### config.mk
export PLATFORM = sky130hd
export DESIGN_NAME = shift_sequencer
export DESIGN_NICKNAME = d
export VERILOG_FILES = /design/src/rtl/shift_seq_pkg.sv /design/src/rtl/bit_timer.sv /design/src/rtl/shift_sequencer.sv
export SDC_FILE = /design/constraint.sdc
export NUM_CORES = 1
export LEC_CHECK = 0
export ABC_AREA = 1
export CORE_MARGIN = 2
export CORE_UTILIZATION = 42
export DETAILED_ROUTE_END_ITERATION = 12
export HOLD_SLACK_MARGIN = 0.1
export PLACE_DENSITY = 0.67
export SETUP_SLACK_MARGIN = 0.3
export SLEW_MARGIN = 20
export SYNTH_ARGS = -nofsm -noshare
export SYNTH_HDL_FRONTEND = slang
export SYNTH_SLANG_ARGS = --single-unit
### constraint.sdc
create_clock -name clk -period 2.9 [get_ports clk]
set_input_delay 0.87 -clock clk [delete_from_list [all_inputs] [get_ports clk]]
set_output_delay 0.87 -clock clk [all_outputs]
set_load 0.02 [all_outputs]
### src/rtl/shift_seq_pkg.sv
// shift_seq_pkg: shared FSM state type and default frame geometry for shift_sequencer
package shift_seq_pkg;
  typedef enum logic [1:0] {IDLE, SHIFT, DONE} seq_state_e;
  localparam int SEQ_WIDTH = 8;
  localparam int SEQ_DIV = 4;
endpackage

### src/rtl/bit_timer.sv
// bit_timer: clocks-per-bit divider and bit counter for one serial frame
//   clear    in  restart both counters (frame accept)
//   run      in  counting enabled (SHIFT state)
//   bit_end  out last clock of the current bit
//   last_bit out last clock of the final bit of the frame
//   sclk     out high for the first DIV/2 clocks of each bit while running
module bit_timer import shift_seq_pkg::*; #(
  parameter int WIDTH = SEQ_WIDTH,
  parameter int DIV = SEQ_DIV
) (
  input  logic clk,
  input  logic rst_n,
  input  logic clear,
  input  logic run,
  output logic bit_end,
  output logic last_bit,
  output logic sclk
);
  localparam int DW = $clog2(DIV);
  localparam int BW = $clog2(WIDTH);
  logic [DW-1:0] div_cnt;
  logic [BW-1:0] bit_cnt;
  assign bit_end = run && div_cnt == DW'(DIV - 1);
  assign last_bit = bit_end && bit_cnt == BW'(WIDTH - 1);
  assign sclk = run && div_cnt < DW'(DIV / 2);
  always_ff @(posedge clk or negedge rst_n) begin
    if (!rst_n) begin
      div_cnt <= '0;
      bit_cnt <= '0;
    end else if (clear) begin
      div_cnt <= '0;
      bit_cnt <= '0;
    end else if (bit_end) begin
      div_cnt <= '0;
      bit_cnt <= last_bit ? '0 : bit_cnt + 1'b1;
    end else if (run) begin
      div_cnt <= div_cnt + 1'b1;
    end
  end
endmodule

### src/rtl/shift_sequencer.sv
// shift_sequencer: full-duplex MSB-first serial shift engine with built-in bit timing
//   tx_data/tx_valid/tx_ready  parallel word in, accepted only in IDLE
//   serial_out/serial_in       serial pin pair, serial_in sampled at each bit end
//   sclk                       bit strobe, frame high for the whole transfer
//   rx_data/rx_valid           received word with one-cycle update pulse
//   busy                       transfer in progress (SHIFT or DONE)
module shift_sequencer import shift_seq_pkg::*; #(
  parameter int WIDTH = SEQ_WIDTH,
  parameter int DIV = SEQ_DIV
) (
  input  logic             clk,
  input  logic             rst_n,
  input  logic [WIDTH-1:0] tx_data,
  input  logic             tx_valid,
  output logic             tx_ready,
  output logic             serial_out,
  input  logic             serial_in,
  output logic             sclk,
  output logic             frame,
  output logic [WIDTH-1:0] rx_data,
  output logic             rx_valid,
  output logic             busy
);
  if (WIDTH < 2 || DIV < 2) begin : g_param_check
    $error("shift_sequencer: WIDTH and DIV must both be >= 2");
  end
  seq_state_e state, state_nxt;
  logic [WIDTH-1:0] shift_reg;
  logic accept, bit_end, last_bit;
  assign tx_ready = state == IDLE;
  assign busy = !tx_ready;
  assign accept = tx_valid && tx_ready;
  assign serial_out = state == SHIFT && shift_reg[WIDTH-1];
  bit_timer #(.WIDTH(WIDTH), .DIV(DIV)) u_timer (
    .clk(clk),
    .rst_n(rst_n),
    .clear(accept),
    .run(state == SHIFT),
    .bit_end(bit_end),
    .last_bit(last_bit),
    .sclk(sclk)
  );
  always_comb begin
    state_nxt = state == IDLE  ? (accept ? SHIFT : IDLE) :
                state == SHIFT ? (last_bit ? DONE : SHIFT) : IDLE;
  end
  always_ff @(posedge clk or negedge rst_n) begin
    if (!rst_n) state <= IDLE;
    else state <= state_nxt;
  end
  // rx_data captures the final shift directly so it is valid during DONE alongside rx_valid
  always_ff @(posedge clk or negedge rst_n) begin
    if (!rst_n) begin
      shift_reg <= '0;
      rx_data <= '0;
      rx_valid <= 1'b0;
      frame <= 1'b0;
    end else begin
      rx_valid <= last_bit;
      frame <= accept || (frame && !last_bit);
      if (accept) shift_reg <= tx_data;
      else if (bit_end) shift_reg <= {shift_reg[WIDTH-2:0], serial_in};
      if (last_bit) rx_data <= {shift_reg[WIDTH-2:0], serial_in};
    end
  end
endmodule

; Word level (Yosys, flattened, before mapping)
; Cells that the tools add are included.
[totals]
in_bits = 12
wordCells = 37
reg_bits = 25
output_inout_bits = 14
[classes]
addsub = 2
n_eq_ne = 3
muxes = 12
reduce_logical = 12
order_cmp = 1
[ops]
columns = operator, n
row1 = $mux 8, 2
row2 = $mux 2, 6
row3 = $mux 3, 3
row4 = $logic_and 1x1->1, 6
row5 = $add 3x1->3 const B, 1
row6 = $eq 3x3->1 const B, 1
row7 = $reduce_bool 3->1, 1
row8 = $add 2x1->2 const B, 1
row9 = $eq 2x1->1 const B, 1
row10 = $eq 2x2->1 const B, 1
row11 = $logic_not 1->1, 2
row12 = $logic_not 2->1, 1
row13 = $lt 2x2->1 const B, 1
row14 = $reduce_bool 2->1, 1
row15 = $logic_or 1x1->1, 1
row16 = $mux 1, 1

; Logic depth before layout (Yosys ltp)
[depth]
word_depth = 6
ltp_mapped = 8
depth_no_buf = 6

; Hierarchy
; Synthesis repeated with hierarchy kept, for this count alone.
[hier_totals]
cells_unflattened = 157
hier_area_um2 = 1229.9
[modules_own_cells]
columns = module, cells_per_inst, instances, seq_area_each_um2, area_per_inst_um2
row1 = shift_sequencer, 120, 1, 500.5, 938.4
row2 = bit_timer, 37, 1, 125.1, 291.5

; Worst setup path after synthesis
; OpenSTA, ideal clock, no wires.
[synth_path]
kind = register -> output
startpoint = register state[1]
endpoint = output port sclk
path_buffers = 0
slack_ns = 1.111
t_arrival_ns = 0.919
stages_incl_launch_ff = 4
cell_sequence = dfrtp_1 inv_4 nand2_8 nor2_1
[synth_via]
elab_chain_cells = 2
[synth_rtl]
columns = item, line
row1 = from (decl), shift_sequencer.sv:27  ; seq_state_e state, state_nxt;
row2 = from (signal assigned), shift_sequencer.sv:49  ; else state <= state_nxt;
row3 = $eq 2x1->1, shift_sequencer.sv:38  ; .run(state == SHIFT),
row4 = $logic_and 1x1->1, bit_timer.sv:25  ; assign sclk = run && div_cnt < DW'(DIV / 2);
row5 = to (decl), shift_sequencer.sv:18  ; output logic sclk,
; No other way between the ends.

; Worst setup path in the final report
[layout_path]
startpoint = register state[0]
endpoint = output port busy
[layout_via]
elab_chain_cells = 2
[layout_rtl]
columns = item, line
row1 = $logic_not 2->1, shift_sequencer.sv:30  ; assign tx_ready = state == IDLE;
row2 = $logic_not 1->1, shift_sequencer.sv:31  ; assign busy = !tx_ready;
row3 = to (decl), shift_sequencer.sv:22  ; output logic busy
; No other way between the ends.

==> results.tsv <==
stage	metric	value	unit
yosys	Avg Cell Area, Syn	9.54	sq um
worst_setup_path	WP data required	2030	ps
clock_network	root buffer cell	clkbuf_4	
worst_hold_path	worst hold path class	flip-flop to flip-flop	
worst_setup_path	worst-path fanout max	10	
pwr	Comb pwr share	47.6	%
timing	worst-case headroom to the max-slew limit	65.7	%
detailed_routing	final WL	2.46	mm
timing	Final Setup Violations	0	
yosys	register area share after synthesis	45.5	%
clock_network	Num CTS Buffers	3	
floorplan	Core Region	3080	sq um
finish	non-filler cells in the finished layout	212	
finish	Net count, final	184	
worst_hold_path	Hold Crit Depth	2	
floorplan	Starting Density	44.6	%
pwr	leakage	0.815	nW
yosys	Syn. warnings	0	
pwr	Reg power frac	41.3	%
flow_run	Max Cap Violations	0	
worst_setup_path	R2R depth	6	
worst_hold_path	min-delay src	rx_data[0]	
worst_setup_path	slowest stage delay, CP	530	ps
pwr	PwrDens	863	nW/um^2
clock_network	Max clock buf depth	2	
timing	setup ws final	414	ps
pwr	Worst VDD drop	0.000436	V
worst_setup_path	worst path cell trace	nor2_4, inv_1, clkdlybuf4s50_1	
floorplan	Die Span X	61.2	microns
worst_hold_path	Endpoint, Worst Hold	rx_data[0]	
worst_setup_path	Setup CP Type	flip-flop to primary output	
grt	largest net degree at the start of global routing	26	
worst_setup_path	slowest CP cell	dfrtp_2	
clock_network	clk slew on worst S/H paths	120	ps
grt	vias in the first global route	892	
finish	antenna fix cells	0	
placed_design	PortBufs	25	
yosys	Netlist cell types	23	
placed_design	HPWL Detailed	1.81	mm
placed_design	pre-CTS setup slack	550	ps
detailed_routing	drt wl/cell	11.6	microns
worst_setup_path	flop-to-flop setup slack	1190	ps
worst_setup_path	Worst Setup End Kind	primary output	
worst_setup_path	Crit path buffers/inverters	2	
clock_network	latest clock arrival within the worst-skew pair	320	ps
detailed_routing	# DRC	0	
detailed_routing	vias	988	
floorplan	total die area	3740	sq um
clock_network	Clock Sinks	25	
clock_network	CTS tree	yes	
worst_setup_path	FF-to-FF End	state[0]	
timing	Final min period	2490	ps
floorplan	I/O pins	26	
pwr	P_int	0.812	mW
finish	synthesis-to-layout area growth	19.0	%
yosys	Netlist Area Pre-Place	1370	sq um
timing	Final TNS setup	0	ps
finish	FF+latch area	627	sq um
clock_network	hold_buf cts	0	
placed_design	dpl cells	205	
floorplan	chip height	61.2	microns
worst_setup_path	crit-path leading delay family	buffers and inverters	
detailed_routing	drt first pass iters	4	
yosys	Post-Synthesis Cells	144	
grt	first-pass GRT wire length	4.18	mm
grt	Total Routing Usage GR	15.6	%
outcome	outcome	completed	
finish	fraction of layout cells with a size suffix above 1	20.8	%
pwr	clock power share	11.0	%
detailed_routing	initial DRC count	25	
timing	Final Max Slew Viols	0	
finish	Layout fillers	314	
yosys	post-synthesis register bit count	25	
timing	part of the cycle the worst path needs	85.7	%
placed_design	GP Congestion	0.792	
yosys	Syn Nets	159	
clock_network	H-Tree Depth	1	
timing	clk_skew	10.3	ps
finish	final core utilization	53.1	%
pwr	total net switching power	0.598	mW
detailed_routing	vias per cell	4.66	
worst_setup_path	Worst setup SP type	flip-flop	
timing	fmax	402	MHz
timing	final hold violation count	0	
floorplan	FP Rows	20	
worst_setup_path	arrival time worst endpoint	1620	ps
grt	initial antenna violation count	0	
timing	slew at the pin with the worst max-slew slack	515	ps
detailed_routing	Post-DRT Antenna Nets	0	
finish	multi-input logic area	587	sq um
pwr	sw frac	42.4	%
timing	setup repair after global routing missed its margin	false	
grt	gr ovfl total	0	
worst_setup_path	reg2reg start	u_timer.div_cnt[1]	
-- power by group through the flow --
stage               logic [mW]  registers (mW)  clock network, mW
finish                   0.672           0.583              0.155
global route             0.751           0.602              0.174
CTS                      0.662           0.582              0.161
detailed placement       0.675           0.588                  0
global placement         0.657           0.583                  0
floorplan                0.540           0.584                  0
-- how the worst max path moves through the flow --
| stage | endpoint | slack (ps) | startpoint | cells past startpoint |
|---|---|---|---|---|
| final | busy | 410 | state[0] | 3 |
| after floorplan | sclk | 1110 | state[1] | 3 |
| after global routing | busy | 340 | state[0] | 3 |
| after CTS | busy | 320 | state[0] | 3 |
| after global placement | tx_ready | 580 | state[0] | 2 |
| after detailed placement | tx_ready | 550 | state[0] | 2 |
-- metal layers --
layer  vias to the layer above  global-route usage, %  share of wire (%)
met2                        24                   24.0                 46
met4                         0                   6.52                1.8
li1                        511                      -                  -
met5                         -                      0                  0
met3                         5                   2.73                4.2
met1                       448                   21.6                 47
-- logic make-up (layout without fill, tap and decap cells) --
family                     count (synthesis)  count (layout)  share of synthesized area (%)
and+or+nand+nor                           91              91                           39.3
DFF                                       25              25                           45.5
buffers and inverters                     24              48                           11.7
adders and majority gates                  3               3                           2.73
xor gates and xnor gates                   1               1                          0.638
-- synthesized netlist by cell type --
cell / count / area [sq um]
buf_2: 2 / 10.0
nand3_1: 18 / 90.1
nand2_8: 2 / 40.0
dfrtp_1: 25 / 626
nand2_4: 1 / 11.3
ha_1: 3 / 37.5
inv_4: 1 / 6.26
xor2_1: 1 / 8.76
buf_4: 1 / 7.51
nor2_8: 1 / 20.0
inv_1: 12 / 45.0
buf_8: 1 / 15.0
inv_2: 1 / 3.75
nand2_1: 36 / 135
buf_6: 4 / 45.0
nand3b_1: 2 / 15.0
nand4_1: 8 / 50.1
buf_12: 1 / 20.0
nor2_4: 1 / 11.3
nand3_2: 10 / 100
inv_6: 1 / 8.76
nand2_2: 9 / 56.3
nor2_1: 3 / 11.3
-- through the flow --
stage          cell area [sq um]  total power [mW]  hold WS (ps)
6_report                    1640              1.41           483
5_1_grt                     1640              1.53           511
4_1_cts                     1610              1.41           488
3_5_place_dp                1590              1.26           457
3_3_place_gp                1590              1.24           455
2_1_floorplan               1370              1.12           477
-- worst register-to-register path, cell delays in order (launching register included) --
cell and delay (ps):
dfrtp_1 400, ha_1 490, inv_2 140, nor2_8 230, nand2_4 170, nand2_2 90, nand2_1 60
-- repair_timing --
action | CTS | global route
pin swaps | 0 | 1
endpoints found under the setup margin | 4 | 1
setup buffers | 0 | 3
gates resized for setup | 4 | 0
-- cell usage in the layout, fill, tap and decap left out, types with 2 or more instances in the layout --
| cell | count |
|---|---|
| inv_1 | 12 |
| clkdlybuf4s50_1 | 22 |
| ha_1 | 3 |
| nand3_2 | 10 |
| clkbuf_4 | 3 |
| nand2_8 | 2 |
| dlygate4sd2_1 | 3 |
| nand3b_1 | 2 |
| buf_4 | 4 |
| dfrtp_1 | 24 |
| nand4_1 | 8 |
| nand3_1 | 18 |
| nand2_1 | 36 |
| nand2_2 | 9 |
| nor2_1 | 3 |
-- final cells by class --
cell class | count | share of cell area [%]
Tap cell | 44 | 3.37
Inverter | 15 | 3.90
Timing Repair Buffer | 29 | 16.9
Multi-Input combinational cell | 95 | 35.9
Sequential cell | 25 | 38.3
Clock buffer | 4 | 1.61
Note: power is estimated with default switching activity, not from simulation.
